**src/rtl/uvmt_cv32e40s_base_test_pkg.sv**
```systemverilog
// uvmt_cv32e40s_base_test_pkg: shared constants and types for the trigger debug-entry support logic
package uvmt_cv32e40s_base_test_pkg;

   localparam int CORE_PARAM_DBG_NUM_TRIGGERS = 4;

   localparam logic [2:0] DBG_CAUSE_TRIGGER = 3'd2;

   typedef enum logic {
      IDLE,
      PENDING
   } sl_trig_state_e;

endpackage

```
**src/rtl/uvmt_cv32e40s_sl_trigger_hit_counter.sv**
```systemverilog
// uvmt_cv32e40s_sl_trigger_hit_counter: sticky hit bit and saturating match counter for one trigger
module uvmt_cv32e40s_sl_trigger_hit_counter #(
   parameter int CNT_W = 8
) (
   input  logic             clk_i,
   input  logic             rst_i,
   input  logic             set,
   input  logic             clr,
   input  logic             inc,
   output logic             hit,
   output logic [CNT_W-1:0] cnt
);

   // a set beats a clear on the same edge; the counter holds once all ones
   always_ff @(posedge clk_i or posedge rst_i) begin
      if (rst_i) begin
         hit <= 1'b0;
         cnt <= '0;
      end else begin
         hit <= set | (hit & ~clr);
         cnt <= (inc && !(&cnt)) ? cnt + 1'b1 : cnt;
      end
   end

endmodule

```
**src/rtl/uvmt_cv32e40s_sl_trigger_debug_entry.sv**
```systemverilog
// uvmt_cv32e40s_sl_trigger_debug_entry: checks that a trigger match retirement is followed by trigger debug entry
module uvmt_cv32e40s_sl_trigger_debug_entry
   import uvmt_cv32e40s_base_test_pkg::*;
#(
   parameter int NUM_TRIGGERS = CORE_PARAM_DBG_NUM_TRIGGERS,
   parameter int CNT_W        = 8,
   parameter int TIMEOUT      = 64
) (
   input  logic                            clk_i,
   input  logic                            rst_i,
   input  logic                            rvfi_valid_i,
   input  logic                            rvfi_dbg_mode_i,
   input  logic [31:0]                     rvfi_pc_rdata_i,
   input  logic [31:0]                     rvfi_dpc_i,
   input  logic [2:0]                      rvfi_dcsr_cause_i,
   input  logic [NUM_TRIGGERS-1:0]         is_trigger_match_i,
   input  logic                            tdata1_wr_i,
   input  logic [$clog2(NUM_TRIGGERS)-1:0] tselect_i,
   output logic [NUM_TRIGGERS-1:0]         hit_o,
   output logic [NUM_TRIGGERS*CNT_W-1:0]   match_cnt_o,
   output logic                            entry_pending_o,
   output logic [31:0]                     expected_dpc_o,
   output logic                            entry_err_o,
   output logic                            timeout_err_o
);

   localparam int TSEL_W = $clog2(NUM_TRIGGERS);
   localparam int TMR_W  = $clog2(TIMEOUT + 1);

   sl_trig_state_e state_q, state_d;
   logic [TMR_W-1:0] tmr_q, tmr_d;
   logic [31:0] dpc_d;
   logic entry_err_d, timeout_err_d;
   logic match_ev, entry_ok;

   assign match_ev        = rvfi_valid_i && |is_trigger_match_i && !rvfi_dbg_mode_i;
   assign entry_ok        = rvfi_dbg_mode_i && rvfi_dpc_i == expected_dpc_o && rvfi_dcsr_cause_i == DBG_CAUSE_TRIGGER;
   assign entry_pending_o = state_q == PENDING;

   for (genvar t = 0; t < NUM_TRIGGERS; t++) begin : g_trig
      logic set;
      assign set = match_ev && is_trigger_match_i[t];
      uvmt_cv32e40s_sl_trigger_hit_counter #(.CNT_W(CNT_W)) u_cnt (
         .clk_i (clk_i),
         .rst_i (rst_i),
         .set   (set),
         .clr   (tdata1_wr_i && rvfi_valid_i && tselect_i == TSEL_W'(t)),
         .inc   (set),
         .hit   (hit_o[t]),
         .cnt   (match_cnt_o[t*CNT_W +: CNT_W])
      );
   end

   // next state: latch the PC on a match, then judge the first retirement or give up after TIMEOUT cycles
   always_comb begin
      state_d       = state_q;
      tmr_d         = tmr_q;
      dpc_d         = expected_dpc_o;
      entry_err_d   = 1'b0;
      timeout_err_d = 1'b0;
      if (state_q == IDLE) begin
         if (match_ev) begin
            state_d = PENDING;
            tmr_d   = '0;
            dpc_d   = rvfi_pc_rdata_i;
         end
      end else begin
         tmr_d = (tmr_q == TMR_W'(TIMEOUT)) ? tmr_q : tmr_q + 1'b1;
         if (rvfi_valid_i) begin
            state_d     = IDLE;
            entry_err_d = !entry_ok;
         end else if (tmr_q == TMR_W'(TIMEOUT - 1)) begin
            state_d       = IDLE;
            timeout_err_d = 1'b1;
         end
      end
   end

   // state, timer, latched PC and registered error pulses
   always_ff @(posedge clk_i or posedge rst_i) begin
      if (rst_i) begin
         state_q        <= IDLE;
         tmr_q          <= '0;
         expected_dpc_o <= '0;
         entry_err_o    <= 1'b0;
         timeout_err_o  <= 1'b0;
      end else begin
         state_q        <= state_d;
         tmr_q          <= tmr_d;
         expected_dpc_o <= dpc_d;
         entry_err_o    <= entry_err_d;
         timeout_err_o  <= timeout_err_d;
      end
   end

endmodule

```
**config.mk**
```make
export PLATFORM = sky130hd
export DESIGN_NAME = uvmt_cv32e40s_sl_trigger_debug_entry
export DESIGN_NICKNAME = d
export VERILOG_FILES = /design/src/rtl/uvmt_cv32e40s_base_test_pkg.sv /design/src/rtl/uvmt_cv32e40s_sl_trigger_hit_counter.sv /design/src/rtl/uvmt_cv32e40s_sl_trigger_debug_entry.sv
export SDC_FILE = /design/constraint.sdc
export NUM_CORES = 1
export LEC_CHECK = 0
export BUFFER_PORTS_ARGS = -buffer_cell sky130_fd_sc_hd__buf_2
export CORE_UTILIZATION = 49
export DETAILED_ROUTE_END_ITERATION = 7
export PLACE_DENSITY = 0.8
export SYNTH_ARGS = -nofsm -noshare
export SYNTH_HDL_FRONTEND = slang
export SYNTH_HIERARCHICAL = 1
export SYNTH_SLANG_ARGS = --single-unit
```
**constraint.sdc**
```tcl
create_clock -name clk_i -period 1.9 [get_ports clk_i]
set_input_delay 0.19 -clock clk_i [delete_from_list [all_inputs] [get_ports clk_i]]
set_output_delay 0.19 -clock clk_i [all_outputs]
set_load 0.02 [all_outputs]
```
==> results_dict.tcl <==
set metrics [dict create \
    worst_slew_pin_slew_ns 0.6745 \
    dr.pass1.iters 5 \
    top_layer "met4" \
    place.gp.congestion 0.8427 \
    io_pins 149 \
    synthFlopType "dfrtp_1" \
    ant_nets 0 \
    area_delta_synth_final_pct 29.83 \
    holdCritStartpoint "rvfi_pc_rdata_i[7]" \
    fin_skew_ns 0.008224 \
    dp_hpwl_mm 7.137 \
    fin_crit_sh_pct 91.08 \
    wl_met2_mm 4.477 \
    fin_crit_ns 1.730 \
    syn-num-nets 422 \
    power_w 0.006276 \
    met1Wirelength_mm 3.841 \
    ys_ff_latch 78 \
    start_util_pct 50.92 \
    track_usage_pct 23.47 \
    p_leak_nw 2.449 \
    wl_mm 9.134 \
    synth_top_family_by_area "simple AND/OR/NAND/NOR gates" \
    final-setup-viol-count 0 \
    clk-insertion-delay-late_ns 0.33 \
    synthSimpleGateAreaFrac_pct 15.36 \
    hold_depth 2 \
    viasPerCell 5.382 \
    nets 585 \
    synth-edff-count 0 \
    yosysMostFrequentCell "dfrtp_1" \
    crit_path_end_kind "flop" \
    die_w_um 91.62 \
    numCtsBuffers 9 \
    synth_fa_ha_area_share_pct 1.908 \
    grt_max_degree 29 \
    reg2regPathDepth 7 \
    p_int_w 0.003988 \
    wl_per_cell_um 15.05 \
    power_frac_seq_pct 42.4 \
    core_area_um2 7727 \
    drt_iter0_drc 89 \
    regArea_um2 1952 \
    p_sw_w 0.002288 \
    hold_path_class "input pin to flop" \
    grt_overflow 0 \
    clk_pin_slew_ns 0.08 \
    antenna_found_initial 1 \
    htree_levels 3 \
    hold_viol_final 0 \
    yosysWarnings 6 \
    tns_ns 0 \
    crit_start "tmr_q[0]" \
    cts_sinks 78 \
    clkPwrFrac_pct 25.2 \
    rsz0062_at_grt "no" \
    switching_share_pct 36.46 \
    num_rows 32 \
    rr_startpoint "tmr_q[0]" \
    synth_cell_types 40 \
    synth_area_leaders "dfrtp_1, mux2_2, xor2_1" \
    cp_max_fo 7 \
    chipHeight_um 91.62 \
    cts_tree "done" \
    fillers 579 \
    power_density_nw_per_um2 1229 \
    ys_top_cells_by_count "dfrtp_1, mux2_2, xor2_1, inv_1, xnor2_1" \
    num_vias 3267 \
    drive_above_1_share_pct 44.64 \
    syn_inst 338 \
    muxShareOfSynthArea_pct 12.97 \
    yosysSeqAreaShare_pct 49.60 \
    slew_headroom_pct 54.75 \
    yosys.area.top_type "dfrtp_1" \
    postCtsSetupBuffers 0 \
    multiInputGateArea_um2 1886 \
    grt_pass1_vias 3352 \
    async_reset_ff_share_pct 100.0 \
    max_freq_mhz 577.9 \
    portBuffers 148 \
    arrival_ns 1.98 \
    p_comb_share_pct 32.4 \
    clock-root-buffer "clkbuf_8" \
    max-vdd-ir-drop_mv 0.5994 \
    synth_xor_area_share_pct 9.348 \
    drv_slew 0 \
    maxCapViolCount 0 \
    status "finished, final reports clean" \
    cts_max_path_buffers 2 \
    grt_pass1_wl_mm 15.51 \
    synth_compound_area_share_pct 8.045 \
    netlist.area_leader.share_pct 49.60 \
    cp.required_ns 2.15 \
    drc 0 \
    syn_avg_cell_area_um2 11.64 \
    critPathLaunchType "flop" \
    pre_cts_ws_ns 0.1352 \
    setup_slack_ns 0.1695 \
    worst-setup-path-type "flop to flop" \
    syn_area_um2 3935 \
    dieArea_um2 8393 \
    met3_length_um 544 \
]
-- flip-flops by register name, indices dropped and copies added (netlist names) --
signal            count
expected_dpc_o       32
g_trig.u_cnt/cnt     32
timeout_err_o         1
entry_err_o           1
g_trig.u_cnt/hit      4
entry_pending_o       1
tmr_q                 7
-- power by group through the flow --
stage	logic, W	clock network (W)	registers, W
6_report	0.00203	0.00158	0.00266
2_1_floorplan	0.000825	0	0.00309
3_3_place_gp	0.00197	0	0.00265
3_5_place_dp	0.00204	0	0.00267
4_1_cts	0.00205	0.00163	0.00265
5_1_grt	0.00222	0.00171	0.00275
-- worst max-delay path, stage by stage, from the launching register on --
cell and delay, ns:
dfrtp_1 0.43, inv_1 0.09, ha_1 0.15, nand2b_1 0.11, o41a_1 0.45, nor2_2 0.24, o21ai_0 0.12, o21ai_0 0.08
-- cells by family after synthesis --
kind of cell | count (synthesis)
flops | 78
buf+inv | 23
fa+ha+maj | 6
compound gates | 45
xor+xnor | 42
simple gates | 100
mux | 44
-- path summary, 6_finish.rpt --
path | slack (ns) | endpoint
max | 0.17 | tmr_q[2]
min | 0.07 | expected_dpc_o[7]
max reg2reg | 0.17 | tmr_q[2]
min reg2reg | 0.47 | g_trig[2].u_cnt/hit
max in group asynchronous | 0.84 | expected_dpc_o[21]
min in group asynchronous | 0.41 | g_trig[3].u_cnt/cnt[7]
-- metal layers --
metal | GRT usage (%) | up-vias
met1 | 29.11 | 1564
met5 | 0 | -
met3 | 4.561 | 22
met4 | 11.11 | 0
li1 | - | 1541
met2 | 39.41 | 140
-- area by class of cell --
class                   count  area share [%]
well taps                 102           2.498
inverters                  20           1.470
repair buffers            155           15.82
clock inverters             4           2.351
clock buffers              10           2.694
diodes                      1         0.04898
flip-flops and latches     78           38.21
multi-input cells         237           36.91
-- layout by cell type, fill, tap and decap left out, types with 8 or more instances in the layout --
cell / Yosys / routed
mux2_2: 38 / 38
nor2_1: 12 / 12
clkbuf_8: 0 / 10
xnor2_1: 20 / 20
dfrtp_1: 78 / 78
xor2_1: 22 / 22
buf_2: 0 / 148
nand4_1: 11 / 11
a21oi_1: 12 / 12
nand3_1: 14 / 14
nand2_1: 16 / 16
inv_1: 20 / 19
nor3_1: 8 / 8
-- timing repair --
action                     4_1_cts  5_1_grt
hold buffers                     1        0
setup endpoints to repair        0        1
resized for setup                0        1
hold endpoints to repair        54        0
-- metrics by stage --
| stage | area [um2] | utilization [%] | cells | hold slack (ns) |
|---|---|---|---|---|
| final | 5109 | 66.11 | 607 | 0.07250 |
| after global routing | 5106 | 66.08 | 606 | 0.05292 |
| after CTS | 5095 | 65.93 | 606 | 0.05259 |
| after detailed placement | 4827 | 62.47 | 591 | 0.2354 |
| after global placement | 4827 | 62.47 | 591 | 0.2250 |
| after floorplan | 3935 | - | 338 | 0.01792 |
No activity file was read; power rests on OpenSTA's default activity.
